--- src/rtl/ldm_stm_addr_sequencer.sv ---
// LDM/STM address sequencer: turns a register list and base address into one
// register/address beat per clock, followed by an optional Rn writeback cycle.
module ldm_stm_addr_sequencer #(
    parameter int unsigned ADDR_W     = 32,
    parameter int unsigned NUM_REGS   = 16,
    parameter int unsigned REG_ADDR_W = 4,
    parameter int unsigned TAG_W      = 4
) (
    input  logic                  clk_in,
    input  logic                  reset_in,
    input  logic                  start_in,
    input  logic [NUM_REGS-1:0]   reg_list_in,
    input  logic [ADDR_W-1:0]     base_addr_in,
    input  logic [1:0]            mode_in,
    input  logic                  wback_in,
    input  logic [TAG_W-1:0]      instr_tag_in,
    input  logic                  flush_in,
    input  logic                  ready_in,
    output logic                  valid_out,
    output logic [REG_ADDR_W-1:0] reg_addr_out,
    output logic [ADDR_W-1:0]     addr_to_mem_out,
    output logic                  last_out,
    output logic [TAG_W-1:0]      instr_tag_out,
    output logic [ADDR_W-1:0]     rn_data_out,
    output logic                  rn_wr_en_out,
    output logic                  busy_out
);

    localparam int unsigned CNT_W = REG_ADDR_W + 1;
    localparam logic [ADDR_W-1:0] WORD = ADDR_W'(4);

    typedef enum logic [1:0] {S_IDLE, S_ISSUE, S_WB} state_e;

    state_e                state_q, state_d;
    logic [NUM_REGS-1:0]   list_q, list_d;
    logic [ADDR_W-1:0]     addr_q, addr_d;
    logic [ADDR_W-1:0]     wb_val_q, wb_val_d;
    logic                  wback_q, wback_d;
    logic [TAG_W-1:0]      tag_q, tag_d;
    logic                  valid_q, valid_d;
    logic [REG_ADDR_W-1:0] reg_addr_q, reg_addr_d;
    logic                  last_q, last_d;
    logic                  rn_wr_en_q, rn_wr_en_d;
    logic                  busy_q, busy_d;

    logic [CNT_W-1:0]      n_regs;
    logic [ADDR_W-1:0]     four_n;

    function automatic logic [CNT_W-1:0] popcount(input logic [NUM_REGS-1:0] v);
        logic [CNT_W-1:0] c;
        c = '0;
        for (int unsigned i = 0; i < NUM_REGS; i++) begin
            c = c + CNT_W'(v[i]);
        end
        return c;
    endfunction

    function automatic logic [REG_ADDR_W-1:0] lowest_set(input logic [NUM_REGS-1:0] v);
        logic [REG_ADDR_W-1:0] idx;
        logic                  found;
        idx   = '0;
        found = 1'b0;
        for (int unsigned i = 0; i < NUM_REGS; i++) begin
            if (v[i] && !found) begin
                idx   = REG_ADDR_W'(i);
                found = 1'b1;
            end
        end
        return idx;
    endfunction

    assign n_regs = popcount(reg_list_in);
    assign four_n = ADDR_W'(n_regs) << 2;

    always_comb begin
        state_d  = state_q;
        list_d   = list_q;
        addr_d   = addr_q;
        wb_val_d = wb_val_q;
        wback_d  = wback_q;
        tag_d    = tag_q;

        if (flush_in) begin
            state_d = S_IDLE;
        end else begin
            case (state_q)
                S_IDLE: begin
                    if (start_in) begin
                        list_d  = reg_list_in;
                        wback_d = wback_in;
                        tag_d   = instr_tag_in;
                        // Every mode issues ascending addresses; only the start point differs.
                        case (mode_in)
                            2'b00:   addr_d = base_addr_in;
                            2'b01:   addr_d = base_addr_in + WORD;
                            2'b10:   addr_d = base_addr_in - four_n + WORD;
                            default: addr_d = base_addr_in - four_n;
                        endcase
                        wb_val_d = mode_in[1] ? (base_addr_in - four_n) : (base_addr_in + four_n);
                        state_d  = (n_regs != '0) ? S_ISSUE : S_WB;
                    end
                end
                S_ISSUE: begin
                    if (ready_in) begin
                        list_d = list_q & (list_q - NUM_REGS'(1));
                        addr_d = addr_q + WORD;
                        if (last_q) begin
                            state_d = S_WB;
                        end
                    end
                end
                default: state_d = S_IDLE;
            endcase
        end

        // Outputs are precomputed from next state so they leave straight from flops.
        valid_d    = (state_d == S_ISSUE);
        busy_d     = (state_d != S_IDLE);
        rn_wr_en_d = (state_d == S_WB) && wback_d;
        reg_addr_d = lowest_set(list_d);
        last_d     = valid_d && (list_d != '0) && ((list_d & (list_d - NUM_REGS'(1))) == '0);
    end

    always_ff @(posedge clk_in or negedge reset_in) begin
        if (!reset_in) begin
            state_q    <= S_IDLE;
            list_q     <= '0;
            addr_q     <= '0;
            wb_val_q   <= '0;
            wback_q    <= 1'b0;
            tag_q      <= '0;
            valid_q    <= 1'b0;
            reg_addr_q <= '0;
            last_q     <= 1'b0;
            rn_wr_en_q <= 1'b0;
            busy_q     <= 1'b0;
        end else begin
            state_q    <= state_d;
            list_q     <= list_d;
            addr_q     <= addr_d;
            wb_val_q   <= wb_val_d;
            wback_q    <= wback_d;
            tag_q      <= tag_d;
            valid_q    <= valid_d;
            reg_addr_q <= reg_addr_d;
            last_q     <= last_d;
            rn_wr_en_q <= rn_wr_en_d;
            busy_q     <= busy_d;
        end
    end

    assign valid_out       = valid_q;
    assign reg_addr_out    = reg_addr_q;
    assign addr_to_mem_out = addr_q;
    assign last_out        = last_q;
    assign instr_tag_out   = tag_q;
    assign rn_data_out     = wb_val_q;
    assign rn_wr_en_out    = rn_wr_en_q;
    assign busy_out        = busy_q;

endmodule

--- config.mk ---
export PLATFORM = sky130hd
export DESIGN_NAME = ldm_stm_addr_sequencer
export DESIGN_NICKNAME = d
export VERILOG_FILES = /design/src/rtl/ldm_stm_addr_sequencer.sv
export SDC_FILE = /design/constraint.sdc
export NUM_CORES = 1
export LEC_CHECK = 0
export BUFFER_PORTS_ARGS = -buffer_cell sky130_fd_sc_hd__buf_4
export CAP_MARGIN = 5
export CORE_MARGIN = 4
export CORE_UTILIZATION = 30
export CTS_BUF_LIST = sky130_fd_sc_hd__clkbuf_16
export CTS_CLUSTER_SIZE = 14
export DETAILED_ROUTE_END_ITERATION = 10
export HOLD_SLACK_MARGIN = 0.06
export PLACE_DENSITY = 0.47
export SYNTH_ARGS = -nofsm -noshare
export SYNTH_HDL_FRONTEND = slang
export SYNTH_SLANG_ARGS = --single-unit
--- constraint.sdc ---
create_clock -name clk_in -period 2.9 [get_ports clk_in]
set_input_delay 0.435 -clock clk_in [delete_from_list [all_inputs] [get_ports clk_in]]
set_output_delay 0.435 -clock clk_in [all_outputs]
set_load 0.005 [all_outputs]
==> results of run 1 <==
==> kinds of logic after synthesis <==
family                     synth area share
muxes                               0.01225
DFF                                  0.2615
adders and majority gates           0.05862
xor gates and xnor gates            0.07417
buffers and inverters               0.06468
AOI/OAI and AO/OA                    0.2360
and+or+nand+nor                      0.2928
==> placed cells by master (no fill, tap or decap), types with 11 or more instances in the layout <==
cell / Yosys / layout
buf_4: 1 / 407
nor4_1: 19 / 15
a21oi_2: 0 / 18
o21ai_0: 92 / 44
nor2_1: 102 / 83
a31oi_1: 24 / 22
o211ai_1: 13 / 13
nor3_2: 2 / 11
nor2b_1: 20 / 13
nand2b_1: 15 / 11
o22ai_1: 16 / 14
buf_6: 3 / 61
nor3_1: 42 / 27
xnor2_2: 0 / 12
nand4_1: 23 / 23
nand3_1: 40 / 33
a21oi_1: 91 / 71
and3_1: 16 / 16
nand2_1: 165 / 155
dfrtp_1: 95 / 95
inv_1: 60 / 55
xor2_1: 23 / 19
o21ai_1: 3 / 39
nor2_4: 0 / 11
ha_1: 21 / 14
xnor2_1: 54 / 41
==> how the worst max path moves through the flow <==
stage,cells after the start,end,start,slack [ns]
3_5_place_dp,24,addr_to_mem_out[24],reg_list_in[0],-4.01
4_1_cts,26,addr_to_mem_out[24],reg_list_in[5],-3.46
3_3_place_gp,24,addr_to_mem_out[24],reg_list_in[5],-3.99
2_1_floorplan,26,addr_to_mem_out[24],reg_list_in[11],-3.70
6_report,27,addr_to_mem_out[24],reg_list_in[5],-3.52
5_1_grt,27,addr_to_mem_out[24],reg_list_in[5],-3.76
==> routing by layer <==
metal	share of wire	wire length, µm	GRT usage
met4	0.041	1576	0.09457
met3	0.051	1992	0.02970
met1	0.45	17300	0.3056
met2	0.46	17880	0.3577
met5	0	0	0
==> metrics by stage <==
| step | util | cells | TNS (ns) |
|---|---|---|---|
| finish | 0.4924 | 2021 | -166.49 |
| floorplan | - | 1227 | -152.77 |
| detailed placement | 0.4269 | 1962 | -195.77 |
| global route | 0.4924 | 2021 | -181.03 |
| CTS | 0.4725 | 2006 | -161.99 |
| global placement | 0.4269 | 1962 | -194.73 |
==> area by class of cell <==
class / count / share of cell area
inverters: 61 / 0.01612
flip-flops and latches: 95 / 0.1620
clock inverters: 6 / 0.006993
well taps: 390 / 0.03326
repair buffers: 475 / 0.2629
multi-input cells: 985 / 0.5033
clock buffers: 9 / 0.01535
==> worst max-delay path: stages <==
cell,delay (ns)
buf_8,0.08
inv_6,0.03
fa_1,0.53
inv_1,0.05
fa_1,0.46
fa_1,0.52
inv_1,0.05
fa_1,0.45
inv_2,0.08
ha_4,0.13
inv_2,0.03
fa_2,0.34
nor2b_2,0.13
nor2_1,0.06
nor2_2,0.16
buf_4,0.15
ha_4,0.19
buf_6,0.13
a2111o_1,0.44
buf_6,0.16
nand4_1,0.12
xor2_2,0.12
or4_4,0.54
or2_4,0.27
nor4_4,0.17
mux2_4,0.32
or4b_1,0.49
==> power groups by stage <==
| stage | Clock [mW] | Combinational, mW | Sequential (mW) |
|---|---|---|---|
| floorplan | 0 | 3.45 | 2.31 |
| global placement | 0 | 6.53 | 2.34 |
| detailed placement | 0 | 6.58 | 2.36 |
| CTS | 1.42 | 7.76 | 2.33 |
| global route | 1.47 | 9.06 | 2.43 |
| finish | 1.38 | 8.36 | 2.34 |
==> timing repair <==
action | CTS | global route
resized for setup | 209 | 100
pin swaps | 73 | 57
hold endpoints to repair | 17 | 0
hold buffers | 1 | 0
setup endpoints to repair | 67 | 68
buffers inserted | 35 | 21
==> flip-flops by register name (all words and copies together), names as in the netlist <==
signal / flops
reg_addr_out: 4
rn_wr_en_out: 1
valid_out: 1
rn_data_out: 32
addr_to_mem_out: 32
state_q: 2
wback_q: 1
instr_tag_out: 4
busy_out: 1
list_q: 16
last_out: 1
==> impl_metrics.csv, run 1 <==
group,metric,value,unit
place,hpwl,29470,µm
synth,syn_nets,1320,
timing,worst_pin_slew,0.8279,ns
pwr,power_leakage,6.348,nW
synth,synthTopCellsByCount,"nand2_1, nor2_1, dfrtp_1, o21ai_0, a21oi_1",
pwr,p_sw,4.997,mW
clock_network,cts_htree_levels,3,
pwr,totalPowerFinal,12.08,mW
global_route,grt_max_degree,46,
outcome,outcome,"complete, but fails checks",
timing,hold_ws,0.2709,ns
hold_path,min_from,"instr_tag_in[3]",
worst_setup_path,r2r_setup_slack,-0.48,ns
synth,async_flop_share,1.000,
worst_setup_path,r2r_cells,9,
timing,timing.final.crit_share,2.213,
timing,fin_worst_skew,0.01188,ns
die,die_x,182.1,µm
clock_network,tritoncts,"done",
place,io_buffers,135,
pwr,pwr-share-clk,0.114,
synth,synth-seq-cells,95,
global_route,grt_pass1_vias,10512,
outcome,violations,"setup timing",
cells_and_area,final_area,0.01467,mm²
detailed_routing,vias_per_cell,5.336,
detailed_routing,drc,0,
hold_path,hold_end,"instr_tag_out[3]",
cells_and_area,multi_input_area,0.007385,mm²
synth,synth.most_common_cell,"nand2_1",
cells_and_area,n_fill_cell,2937,
detailed_routing,ant_nets,0,
pwr,p_per_area,823.3,mW/mm²
global_route,grt_pass1_wl,58980,µm
worst_setup_path,cp_max_fo,7,
timing,slew_headroom,0.4469,
timing,min_period,6.419,ns
pwr,intPower,7.083,mW
worst_setup_path,cp-start-kind,"primary input",
cells_and_area,drive_gt1_frac,0.4316,
synth,synth_area_leaders,"dfrtp_1, nand2_1, xnor2_1",
synth,syn_inst,1227,
timing,layout_setup_ws,-3.519,ns
global_route,overflow,0,
detailed_routing,wire_per_inst,19.17,µm
synth,netlist.top_cell.by_area,"dfrtp_1",
pwr,seqPwrFrac,0.194,
detailed_routing,vias,10784,
place,place_area,0.01272,mm²
synth,synth_edf_count,0,
timing,drv_slew,0,
cells_and_area,diodes,0,
die,ioPinCount,136,
clock_network,clock_path_buffers,2,
worst_setup_path,endpoint_kind,"register",
worst_setup_path,crit_arrival,6.66,ns
synth,synth.distinct_cells,82,
cells_and_area,final_nets,1720,
worst_setup_path,r2r_end,"last_out",
die,rows,63,
clock_network,path_clk_slew,0.08,ns
global_route,antenna_found_initial,0,
worst_setup_path,r2r-start,"list_q[0]",
pwr,irDropWorstVdd,0.6558,mV
place,post-place-ws,-4.009,ns
die,initial_utilization,0.3052,
detailed_routing,firstDrtPassIters,6,
synth,postSynthAreaPerCell,7.410,µm²
place,place.gp.congestion,0.9424,
worst_setup_path,crit_type,"in -> reg",
clock_network,numCtsBuffers,9,
global_route,track_usage,0.2240,
job,drv_cap,0,
cells_and_area,area_growth,61.36,%
synth,ys_seq_area_frac,0.2615,
die,fp.coreArea,0.02980,mm²
clock_network,clock_sinks,95,
clock_network,clkLatencyLatePin,0.36,ns
clock_network,root_buffer,"clkbuf_16",
hold_path,hold-path-cell-count,3,
die,fp.dieH,182.1,µm
timing,fmax,0.1558,GHz
timing,setup_viol,65,
die,die_area,0.03316,mm²
synth,synth_ff_type,"dfrtp_1",
synth,netlist_area,0.009092,mm²
detailed_routing,drt_iter0_markers,745,
pwr,power_frac_comb,0.692,
synth,ys_warn_count,0,
cells_and_area,seqCellArea,0.002377,mm²
pwr,p_sw_frac,0.4137,
timing,rsz0062_at_grt,"yes",
synth,synth_top_area_share,0.2615,
detailed_routing,wl,38740,µm
worst_setup_path,crit_required,3.14,ns
hold_path,hold_class,"in -> reg",
timing,hold_violations,0,
No activity file was read; power rests on OpenSTA's default activity.
==> run 2, diff against run 1 <==
--- a/config.mk
+++ b/config.mk
@@ -7,5 +7,5 @@
 export LEC_CHECK = 0
 export BUFFER_PORTS_ARGS = -buffer_cell sky130_fd_sc_hd__buf_4
-export CAP_MARGIN = 5
+export CAP_MARGIN = 25
 export CORE_MARGIN = 4
 export CORE_UTILIZATION = 30
==> constraint.sdc (replaced) <==
create_clock -name clk_in -period 2.9 [get_ports clk_in]
set_input_delay 0.58 -clock clk_in [delete_from_list [all_inputs] [get_ports clk_in]]
set_output_delay 0.58 -clock clk_in [all_outputs]
set_load 0.005 [all_outputs]
==> impl_metrics.csv, run 2 (synthesized netlist as in run 1, its figures left out) <==
group,metric,value,unit
outcome,outcome,"complete, but fails checks",
outcome,violations,"setup timing",
worst_setup_path,cp-start-kind,"primary input",
die,initial_utilization,0.3052,
detailed_routing,wl,39430,µm
clock_network,clock_path_buffers,2,
die,fp.coreArea,0.02980,mm²
clock_network,clkLatencyLatePin,0.37,ns
clock_network,clock_sinks,95,
detailed_routing,drc,0,
detailed_routing,drt_iter0_markers,723,
worst_setup_path,path_buf_inv,9,
worst_setup_path,cp_max_fo,4,
global_route,overflow,0,
place,hpwl,29470,µm
timing,worst_pin_slew,1.050,ns
pwr,p_per_area,815.0,mW/mm²
place,place_inst,1969,
timing,layout_setup_ws,-3.679,ns
die,die_x,182.1,µm
place,place_area,0.01280,mm²
pwr,seqPwrFrac,0.190,
worst_setup_path,crit_path_frequent_cell,"inv_2",
detailed_routing,ant_nets,0,
clock_network,root_buffer,"clkbuf_16",
clock_network,path_clk_slew,0.08,ns
timing,rsz0062_at_grt,"yes",
cells_and_area,final_area,0.01510,mm²
clock_network,numCtsBuffers,9,
timing,slew_headroom,0.2987,
detailed_routing,firstDrtPassIters,5,
cells_and_area,final_nets,1759,
timing,min_period,6.579,ns
global_route,grt_max_degree,60,
cells_and_area,drive_gt1_frac,0.4530,
pwr,p_sw,5.175,mW
timing,fmax,0.1520,GHz
timing,hold_violations,0,
global_route,antenna_found_initial,0,
pwr,intPower,7.132,mW
global_route,grt_pass1_wl,61030,µm
timing,setup_viol,65,
cells_and_area,diodes,0,
cells_and_area,layout_common_cells,"buf_4, nand2_1, dfrtp_1, nor2_1, a21oi_1",
cells_and_area,final_common_cell,"buf_4",
die,fp.dieH,182.1,µm
detailed_routing,vias,10832,
detailed_routing,vias_per_cell,5.256,
worst_setup_path,endpoint_kind,"register",
timing,tns,-178.19,ns
worst_setup_path,critPathMaxStageDelay,0.54,ns
global_route,track_usage,0.2315,
timing,drv_slew,0,
die,rows,63,
clock_network,tritoncts,"done",
place,place.gp.congestion,0.9349,
cells_and_area,area_growth,66.08,%
pwr,p_sw_frac,0.4205,
die,ioPinCount,136,
job,drv_cap,0,
timing,timing.final.crit_share,2.269,
die,die_area,0.03316,mm²
worst_setup_path,crit_family,"adder cells",
cells_and_area,n_fill_cell,2916,
pwr,power_frac_comb,0.709,
place,io_buffers,135,
worst_setup_path,worst_path_max_delay_cell,"fa_1",
cells_and_area,utilization,0.5068,
clock_network,hold_buffers,0,
timing,fin_worst_skew,0.01354,ns
hold_path,hold_class,"in -> async",
clock_network,cts_htree_levels,3,
cells_and_area,stdcell_count,2061,
worst_setup_path,crit_arrival,6.83,ns
global_route,grt_pass1_vias,10753,
detailed_routing,wire_per_inst,19.13,µm
worst_setup_path,crit_type,"in -> reg",
pwr,pwr-share-clk,0.101,
timing,hold_ws,0.1847,ns
worst_setup_path,crit_required,3.15,ns
pwr,irDropWorstVdd,0.6943,mV
pwr,power_leakage,6.585,nW
==> run 2: cell count changes in the layout (fill, tap and decap cells not counted), moves of 3 or more <==
cell / delta
buf_12: +4
a21oi_2: -6
buf_6: +9
a21oi_1: +6
xnor2_1: -4
o221ai_2: +3
nand2_2: +4
buf_4: +27
nor3_4: +4
xnor2_2: +3
==> run 2: what timing repair did <==
action	4_1_cts	5_1_grt
cloned	0	0
setup endpoints to repair	67	68
gates resized for setup	210	132
pin swaps	74	89
buffers inserted	35	52
==> run 2: path summary, 6_finish.rpt <==
path                                  start             endpoint  slack (ns)  cells past startpoint
max                         reg_list_in[11]  addr_to_mem_out[24]       -3.68                     26
min                                reset_in      rn_data_out[15]        0.18                      1
max reg2reg                       list_q[2]             last_out       -0.55                     10
min reg2reg                instr_tag_out[3]     instr_tag_out[3]        0.48                      2
max in group asynchronous          reset_in     instr_tag_out[2]        1.97                      2
min in group clk_in         instr_tag_in[3]     instr_tag_out[3]        0.41                      3
==> run 2: layout make-up <==
class	count	area, µm²	area share
timing repair buffer	514	4232	0.2802
clock buffer	9	225.2	0.01491
inverter	61	236.5	0.01566
sequential	95	2377	0.1574
clock inverter	7	63.81	0.004226
tap	390	488.0	0.03231
multi-input combinational	985	7478	0.4952
==> run 2: per-stage QoR <==
step	power, mW	worst slack, ns
after global routing	13.22	-3.830
final	12.31	-3.679
after CTS	11.41	-3.557
after global placement	8.899	-4.126
after detailed placement	8.963	-4.179
after floorplan	5.753	-3.847
==> run 2: per-layer routing <==
metal	track usage	vias to the layer above	routed length (µm)
met5	0	-	0
met2	0.3682	304	18250
met4	0.09937	0	1437
met1	0.3166	5200	17960
li1	-	5269	-
met3	0.03010	59	1789
==> run 2: power groups by stage <==
stage / clock network, mW / logic [mW] / registers (mW)
final: 1.24 / 8.72 / 2.34
after floorplan: 0 / 3.45 / 2.31
after CTS: 1.29 / 7.78 / 2.33
after detailed placement: 0 / 6.61 / 2.35
after global placement: 0 / 6.56 / 2.34
after global routing: 1.34 / 9.45 / 2.43
